<file path="src/rtl/ysyx_22050019_ifu_fetch.sv">
// Instruction-fetch stage sitting directly upstream of the icache.
// Holds the PC and issues line-aligned read requests. The last returned line is kept
// in a one-entry line buffer, so sequential fetches within a line need no icache
// traffic. The selected instruction and its PC go to the IDU over valid/ready.
// Redirects (branch/jump/trap) and fence.i invalidation are also handled here.
//
// Ports:
//   clk, rst                   clock; asynchronous active-high reset
//   redirect_valid_i/_pc_i     load a new PC and flush any in-flight fetch
//   fence_i_i                  invalidate the line buffer
//   ar_valid_o/_ready_i/_addr_o  icache read request, address {pc[31:4],4'b0}
//   r_data_valid_i/_ready_o    icache line return handshake
//   r_resp_i, r_data_i         response code (2'b00 = OKAY) and 128-bit line
//   inst_valid_o/_ready_i      IDU handshake
//   inst_o, pc_o, inst_fault_o instruction, its PC, fetch error flag
module ysyx_22050019_ifu_fetch #(
   parameter int unsigned              ADDR_WIDTH = 32,
   parameter int unsigned              LINE_WIDTH = 128,
   parameter int unsigned              INST_WIDTH = 32,
   parameter logic [ADDR_WIDTH-1:0]    RESET_PC   = 32'h8000_0000
) (
   input  logic                  clk,
   input  logic                  rst,
   input  logic                  redirect_valid_i,
   input  logic [ADDR_WIDTH-1:0] redirect_pc_i,
   input  logic                  fence_i_i,
   output logic                  ar_valid_o,
   input  logic                  ar_ready_i,
   output logic [ADDR_WIDTH-1:0] ar_addr_o,
   input  logic                  r_data_valid_i,
   output logic                  r_data_ready_o,
   input  logic [1:0]            r_resp_i,
   input  logic [LINE_WIDTH-1:0] r_data_i,
   output logic                  inst_valid_o,
   input  logic                  inst_ready_i,
   output logic [INST_WIDTH-1:0] inst_o,
   output logic [ADDR_WIDTH-1:0] pc_o,
   output logic                  inst_fault_o
);

   localparam int unsigned TagWidth = ADDR_WIDTH - 4;

   typedef enum logic [1:0] {StIdle, StIssue, StWait, StOut} state_e;

   state_e                state_q, state_d;
   logic [ADDR_WIDTH-1:0] pc_q, pc_d;
   logic                  lb_valid_q, lb_valid_d;
   logic [TagWidth-1:0]   lb_tag_q, lb_tag_d;
   logic [LINE_WIDTH-1:0] lb_data_q, lb_data_d;
   logic                  drop_q, drop_d;
   logic [INST_WIDTH-1:0] inst_q, inst_d;
   logic [ADDR_WIDTH-1:0] pc_out_q, pc_out_d;
   logic                  fault_q, fault_d;

   logic                  lb_hit;
   logic [INST_WIDTH-1:0] lb_word;
   logic [INST_WIDTH-1:0] r_word;

   assign lb_hit  = lb_valid_q && (pc_q[ADDR_WIDTH-1:4] == lb_tag_q);
   // pc[1:0] is ignored for word select.
   assign lb_word = lb_data_q[{pc_q[3:2], 5'b0} +: INST_WIDTH];
   assign r_word  = r_data_i[{pc_q[3:2], 5'b0} +: INST_WIDTH];

   // Address is forced to zero while idle so every output is zero during reset.
   assign ar_addr_o    = (state_q == StIdle) ? '0 : {pc_q[ADDR_WIDTH-1:4], 4'b0};
   assign inst_o       = inst_q;
   assign pc_o         = pc_out_q;
   assign inst_fault_o = fault_q;

   always_comb begin
      state_d        = state_q;
      pc_d           = pc_q;
      lb_valid_d     = lb_valid_q;
      lb_tag_d       = lb_tag_q;
      lb_data_d      = lb_data_q;
      drop_d         = drop_q;
      inst_d         = inst_q;
      pc_out_d       = pc_out_q;
      fault_d        = fault_q;
      ar_valid_o     = 1'b0;
      r_data_ready_o = 1'b0;
      inst_valid_o   = 1'b0;

      unique case (state_q)
         StIdle: state_d = StIssue;

         StIssue: begin
            ar_valid_o = !lb_hit;
            if (redirect_valid_i) begin
               pc_d = redirect_pc_i;
               // A request already accepted must still be drained, then dropped.
               if (!lb_hit && ar_ready_i) begin
                  state_d = StWait;
                  drop_d  = 1'b1;
               end
            end else if (lb_hit) begin
               inst_d   = lb_word;
               pc_out_d = pc_q;
               fault_d  = 1'b0;
               state_d  = StOut;
            end else if (ar_ready_i) begin
               state_d = StWait;
            end
         end

         StWait: begin
            r_data_ready_o = 1'b1;
            if (redirect_valid_i) pc_d = redirect_pc_i;
            if (r_data_valid_i) begin
               if (drop_q || redirect_valid_i) begin
                  drop_d  = 1'b0;
                  state_d = StIssue;
               end else if (r_resp_i == 2'b00) begin
                  lb_data_d  = r_data_i;
                  lb_tag_d   = pc_q[ADDR_WIDTH-1:4];
                  lb_valid_d = 1'b1;
                  inst_d     = r_word;
                  pc_out_d   = pc_q;
                  fault_d    = 1'b0;
                  state_d    = StOut;
               end else begin
                  lb_valid_d = 1'b0;
                  inst_d     = '0;
                  pc_out_d   = pc_q;
                  fault_d    = 1'b1;
                  state_d    = StOut;
               end
            end else if (redirect_valid_i) begin
               drop_d = 1'b1;
            end
         end

         StOut: begin
            inst_valid_o = 1'b1;
            if (redirect_valid_i) begin
               // Any same-cycle handshake is squashed by the downstream flush.
               pc_d    = redirect_pc_i;
               fault_d = 1'b0;
               state_d = StIssue;
            end else if (inst_ready_i) begin
               pc_d    = pc_q + ADDR_WIDTH'(4);
               fault_d = 1'b0;
               state_d = StIssue;
            end
         end

         default: state_d = StIdle;
      endcase

      // Invalidate wins over a coincident fill.
      if (fence_i_i) lb_valid_d = 1'b0;
   end

   always_ff @(posedge clk or posedge rst) begin
      if (rst) begin
         state_q    <= StIdle;
         pc_q       <= RESET_PC;
         lb_valid_q <= 1'b0;
         lb_tag_q   <= '0;
         lb_data_q  <= '0;
         drop_q     <= 1'b0;
         inst_q     <= '0;
         pc_out_q   <= '0;
         fault_q    <= 1'b0;
      end else begin
         state_q    <= state_d;
         pc_q       <= pc_d;
         lb_valid_q <= lb_valid_d;
         lb_tag_q   <= lb_tag_d;
         lb_data_q  <= lb_data_d;
         drop_q     <= drop_d;
         inst_q     <= inst_d;
         pc_out_q   <= pc_out_d;
         fault_q    <= fault_d;
      end
   end

endmodule

</file>
<file path="config.mk">
export PLATFORM = sky130hd
export DESIGN_NAME = ysyx_22050019_ifu_fetch
export DESIGN_NICKNAME = d
export VERILOG_FILES = /design/src/rtl/ysyx_22050019_ifu_fetch.sv
export SDC_FILE = /design/constraint.sdc
export NUM_CORES = 1
export LEC_CHECK = 0
export BUFFER_PORTS_ARGS = -buffer_cell sky130_fd_sc_hd__buf_2
export CORE_ASPECT_RATIO = 1.25
export CORE_MARGIN = 2
export CORE_UTILIZATION = 30
export DETAILED_ROUTE_END_ITERATION = 10
export PLACE_DENSITY_LB_ADDON = 0.1
export SLEW_MARGIN = 30
export SYNTH_ARGS = -nofsm -noshare
export SYNTH_HDL_FRONTEND = slang
export SYNTH_SLANG_ARGS = --single-unit
</file>
<file path="constraint.sdc">
create_clock -name clk -period 12.16 [get_ports clk]
set_clock_uncertainty 0.1 [all_clocks]
set_input_delay 1.216 -clock clk [delete_from_list [all_inputs] [get_ports clk]]
set_output_delay 1.216 -clock clk [all_outputs]
set_load 0.05 [all_outputs]
</file>
; Word-level counts from Yosys, hierarchy flattened
; Cells that the tools add are included.
[word_totals]
register_bits = 257
wordCells = 96
out_inout_bits = 100
in_bits = 169
[op_classes]
n_eq_ne = 17
n_mux = 47
n_addsub = 1
n_reduce_logical = 19
shifts = 2
n_bitwise = 1
[ops]
columns = operator, n
row1 = $mux W32, 13
row2 = $shiftx A128 B8 Y32, 2
row3 = $pmux W32 S2, 3
row4 = $add A32 B3 Y32 const B, 1
row5 = $eq A28 B28 Y1, 1
row6 = $mux W1, 20
row7 = $mux W2, 8
row8 = $ne A2 B2 Y1 const B, 7
row9 = $ne A3 B3 Y1 const B, 4
row10 = $reduce_and A5 Y1, 2
row11 = $pmux W2 S4, 1
row12 = $reduce_and A4 Y1, 2
row13 = $reduce_bool A2 Y1, 4
row14 = $reduce_and A3 Y1, 2
row15 = $reduce_and A6 Y1, 1
row16 = $eq A2 B2 Y1 const B, 2
row17 = $logic_not A2 Y1, 2
row18 = $ne A4 B4 Y1 const B, 1
row19 = $pmux W1 S3, 1
row20 = $reduce_bool A3 Y1, 1
row21 = $eq A2 B1 Y1 const B, 1
row22 = $logic_and A1 B1 Y1, 2
row23 = $ne A2 B1 Y1 const B, 1
row24 = $pmux W1 S2, 1
row25 = 4 further kinds, 4

; Logic depth before layout (Yosys ltp)
[logic_depth]
word_depth = 7
depth_mapped = 9
depth_no_buf = 8

; Worst setup path after synthesis
; No wires, ideal clock.
[synth_path]
kind = reg2out
start = register state_q[0]
end = output port ar_addr_o[13]
path_stages_with_launch = 6
t_arrival_ps = 1763
slack_ps = 9081
path_buffers = 2
required_time_ps = 10844
path_cell_list = dfrtp_1 inv_1 ha_1 clkbuf_1 clkbuf_1 nor2b_1
[synth_between]
elab_chain_len = 2
[synth_rtl]
columns = item, line_no
row1 = start: declaration, 45  ; state_e state_q, state_d;
row2 = start signal: assignment, 156  ; state_q <= StIdle;
row3 = start signal: assignment, 166  ; state_q <= state_d;
row4 = $logic_not A2 Y1, 65  ; assign ar_addr_o = (state_q == StIdle) ? '0 : {pc_q[ADDR_WIDTH-1:4], 4'b0};
row5 = $mux W32, 65
row6 = end: declaration, 29  ; output logic [ADDR_WIDTH-1:0] ar_addr_o,
; No other way between the ends.

; Worst setup path after layout
[layout_path]
start = register pc_q[27]
end = output port ar_valid_o
[layout_between]
elab_chain_len = 4
[layout_rtl]
columns = item, line_no
row1 = start: declaration, 46  ; logic [ADDR_WIDTH-1:0] pc_q, pc_d;
row2 = start signal: assignment, 167  ; pc_q <= pc_d;
row3 = $eq A28 B28 Y1, 59  ; assign lb_hit = lb_valid_q && (pc_q[ADDR_WIDTH-1:4] == lb_tag_q);
row4 = $logic_and A1 B1 Y1, 59
row5 = $logic_not A1 Y1, 88  ; ar_valid_o = !lb_hit;
row6 = $mux W1, 84  ; unique case (state_q)
row7 = end: declaration, 27  ; output logic ar_valid_o,
; No other way between the ends.

==> out/qor.yml <==
antenna_left: 0
die_w_um: 192.3
setup_viol: 0
gp_congestion: 0.7761
cts.sinks: 257
grt_antenna_before_repair: 10
post_drt_via_cell_ratio: 4.873
power_density_nw_per_um2: 277.7
drive_above_1_share_pct: 49.49
nNetsFinal: 1435
yosysUniqueCellTypes: 64
vias: 9059
dpl.cell_count: 1800
finalHoldViolations: 0
numCtsBuffers: 30
final_cells: 1859
grt_pass1_wl_mm: 58.22
vdd_drop_max_v: 0.0001827
critPathRequiredTime_ns: 10.84
fin_crit_sh_pct: 30.67
ys_ff_latch: 257
synth.yosys.seq_area_share_pct: 48.39
area_growth_pct: 21.17
p_leak_nw: 7.671
layout_commonest_cell: "buf_2"
dieArea_um2: 46010
grt_pass1_vias: 9368
cts_tree: "done"
endpoint_kind: "output pin"
synth-edff-count: 0
synth_area_um2: 13290
synth_cells: 1028
async_flop_share_pct: 100.0
ys.flop_type: "dfrtp_1"
cts.htree.levels: 1
start_util_pct: 30.28
path_class: "flop to output pin"
cts_setup_buffers: 0
worst-path-max-fanout: 9
ctsLongestPathBuffers: 3
post-dp-hpwl_mm: 25.58
most-common-layout-cells: "264 x buf_2, 254 x dfrtp_1, 160 x mux2_2, 97 x nand2_1, 64 x mux4_2"
drt_iter0_drc: 396
fmax_mhz: 268.2
slew_viol_final: 0
tightest_slew_ns: 0.9163
yosys_warnings: 0
num_rows: 86
globalRoute.totalOverflow: 0
drc: 0
routedWlPerCell_um: 20.42
avgSynthCellArea_um2: 12.93
cts_resized: 0
core-area_um2: 43900
grt_setup_unrepaired: "no"
status: "completed"
critPathLaunchType: "flop"
holdBufCountCts: 0
setup_tns_ns: 0
grt_max_degree: 78
min_period_ns: 3.729
io_buffers: 264
cp.arrival_ns: 2.41
max_cap_violations: 0
hp-class: "flop to flop"
wirelength_mm: 37.96
grt_usage_pct: 16.55
clockRootBuffer: "clkbuf_16"
clk_latency_ns: 0.56
drtPass1Iterations: 4
clkSlewWorstSetupHoldPaths_ns: 0.06
die_h_um: 239.3
io_pins: 269
max_slew_margin_pct: 38.91
[metrics by stage]
stage          hold WS [ns]  setup slack (ns)  util (%)  power [W]  instance area (um^2)
2_1_floorplan        0.3630             3.776         -   0.003116                 13300
3_3_place_gp         0.3838             8.029     34.26   0.003569                 15040
3_5_place_dp         0.3855             8.042     34.32   0.003588                 15070
4_1_cts              0.4021             8.320     36.65   0.004557                 16090
5_1_grt              0.4113             8.311     36.66   0.004763                 16100
6_report             0.4008             8.431     36.68   0.004472                 16110
[path summary, 6_finish.rpt]
kind | from | to | slack [ns] | cells after the start
min in group asynchronous | rst | pc_o[27]$_DFFE_PP0P_ | 0.61 | 2
worst min-delay path | lb_data_q[61]$_DFFE_PP0P_ | lb_data_q[61]$_DFFE_PP0P_ | 0.40 | 1
worst max register to register | state_q[0]$_DFFE_PP0P_ | lb_data_q[27]$_DFFE_PP0P_ | 8.81 | 7
worst min register to register | lb_data_q[61]$_DFFE_PP0P_ | lb_data_q[61]$_DFFE_PP0P_ | 0.40 | 1
worst max-delay path | pc_q[27]$_DFFE_PP0P_ | ar_valid_o | 8.43 | 5
max in group asynchronous | rst | pc_q[2]$_DFFE_PP0P_ | 9.24 | 4
[flip-flops by register name, summed over array words and instances, names as in the netlist, 2 cells and up]
signal     cells
lb_data_q    128
state_q        2
pc_o          32
inst_o        32
pc_q          32
lb_tag_q      28
[power breakdown]
part	leakage, nW	switching (W)	internal (W)
Clock	0.505	0.000379	0.000564
Combinational	3.81	0.00116	0.000870
Sequential	3.35	0.000323	0.00117
[per-layer routing]
layer  share of wire, %  global-route usage, %  wire length, um  vias up
li1                   -                      -                -     4212
met1                 42                  21.07            15920     4554
met2                 50                  28.29            18890      233
met3                6.8                  4.322             2563       50
met4                1.4                  3.285              527       10
met5               0.16                      0               61        -
[cell type report]
| class | instances | area (um^2) |
|---|---|---|
| clock inverter | 13 | 148.9 |
| tap | 572 | 715.7 |
| antenna | 4 | 10.01 |
| multi-input combinational | 681 | 6407 |
| fill | 4380 | 27800 |
| clock buffer | 42 | 877.1 |
| timing repair buffer | 280 | 1461 |
| sequential | 257 | 6440 |
| inverter | 10 | 45.04 |
[synthesized netlist by cell type (all sizes together), types with 2 or more instances]
| cell type | number | area, um^2 |
|---|---|---|
| dfrtp | 256 | 6406 |
| mux2 | 219 | 2688 |
| nand2 | 97 | 364.1 |
| mux4 | 64 | 1441 |
| clkbuf | 54 | 202.7 |
| a21oi | 49 | 245.2 |
| nand3 | 48 | 240.2 |
| nor2 | 31 | 132.6 |
| buf | 29 | 239.0 |
| o21ai | 29 | 145.1 |
| nor2b | 28 | 175.2 |
| xnor2 | 22 | 192.7 |
| o22ai | 14 | 87.58 |
| nand4 | 10 | 62.56 |
| inv | 9 | 33.78 |
| and3 | 6 | 38.79 |
| ha | 6 | 75.07 |
| nor3 | 4 | 25.02 |
| a31oi | 3 | 18.77 |
| nand2b | 3 | 18.77 |
| nor4 | 3 | 33.78 |
| xor2 | 3 | 26.28 |
| a21o | 2 | 15.01 |
| a2bb2oi | 2 | 17.52 |
| a31o | 2 | 17.52 |
| a41oi | 2 | 36.29 |
| and2 | 2 | 12.51 |
| and4 | 2 | 18.77 |
| nor3b | 2 | 15.01 |
| o2111a | 2 | 23.77 |
| o22a | 2 | 17.52 |
| o32ai | 2 | 17.52 |
| or3 | 2 | 12.51 |
[cells by family after synthesis]
group | count (synthesis) | share of synthesized area [%]
other | 1 | 0.02821
adder cells (fa/ha/maj) | 6 | 0.5648
buffers and inverters | 93 | 3.605
AO/OA/AOI/OAI | 122 | 5.733
XOR/XNOR | 25 | 1.647
AND/OR/NAND/NOR | 240 | 8.886
flip-flops | 257 | 48.39
multiplexers | 284 | 31.14
[worst max-delay path: stages (launching register included)]
cell	delay, ns
dfrtp_1	0.50
xnor2_1	0.32
nand4_1	0.18
nor4_4	0.28
a41oi_4	0.26
buf_2	0.30
Note: power is estimated with default switching activity, not from simulation.
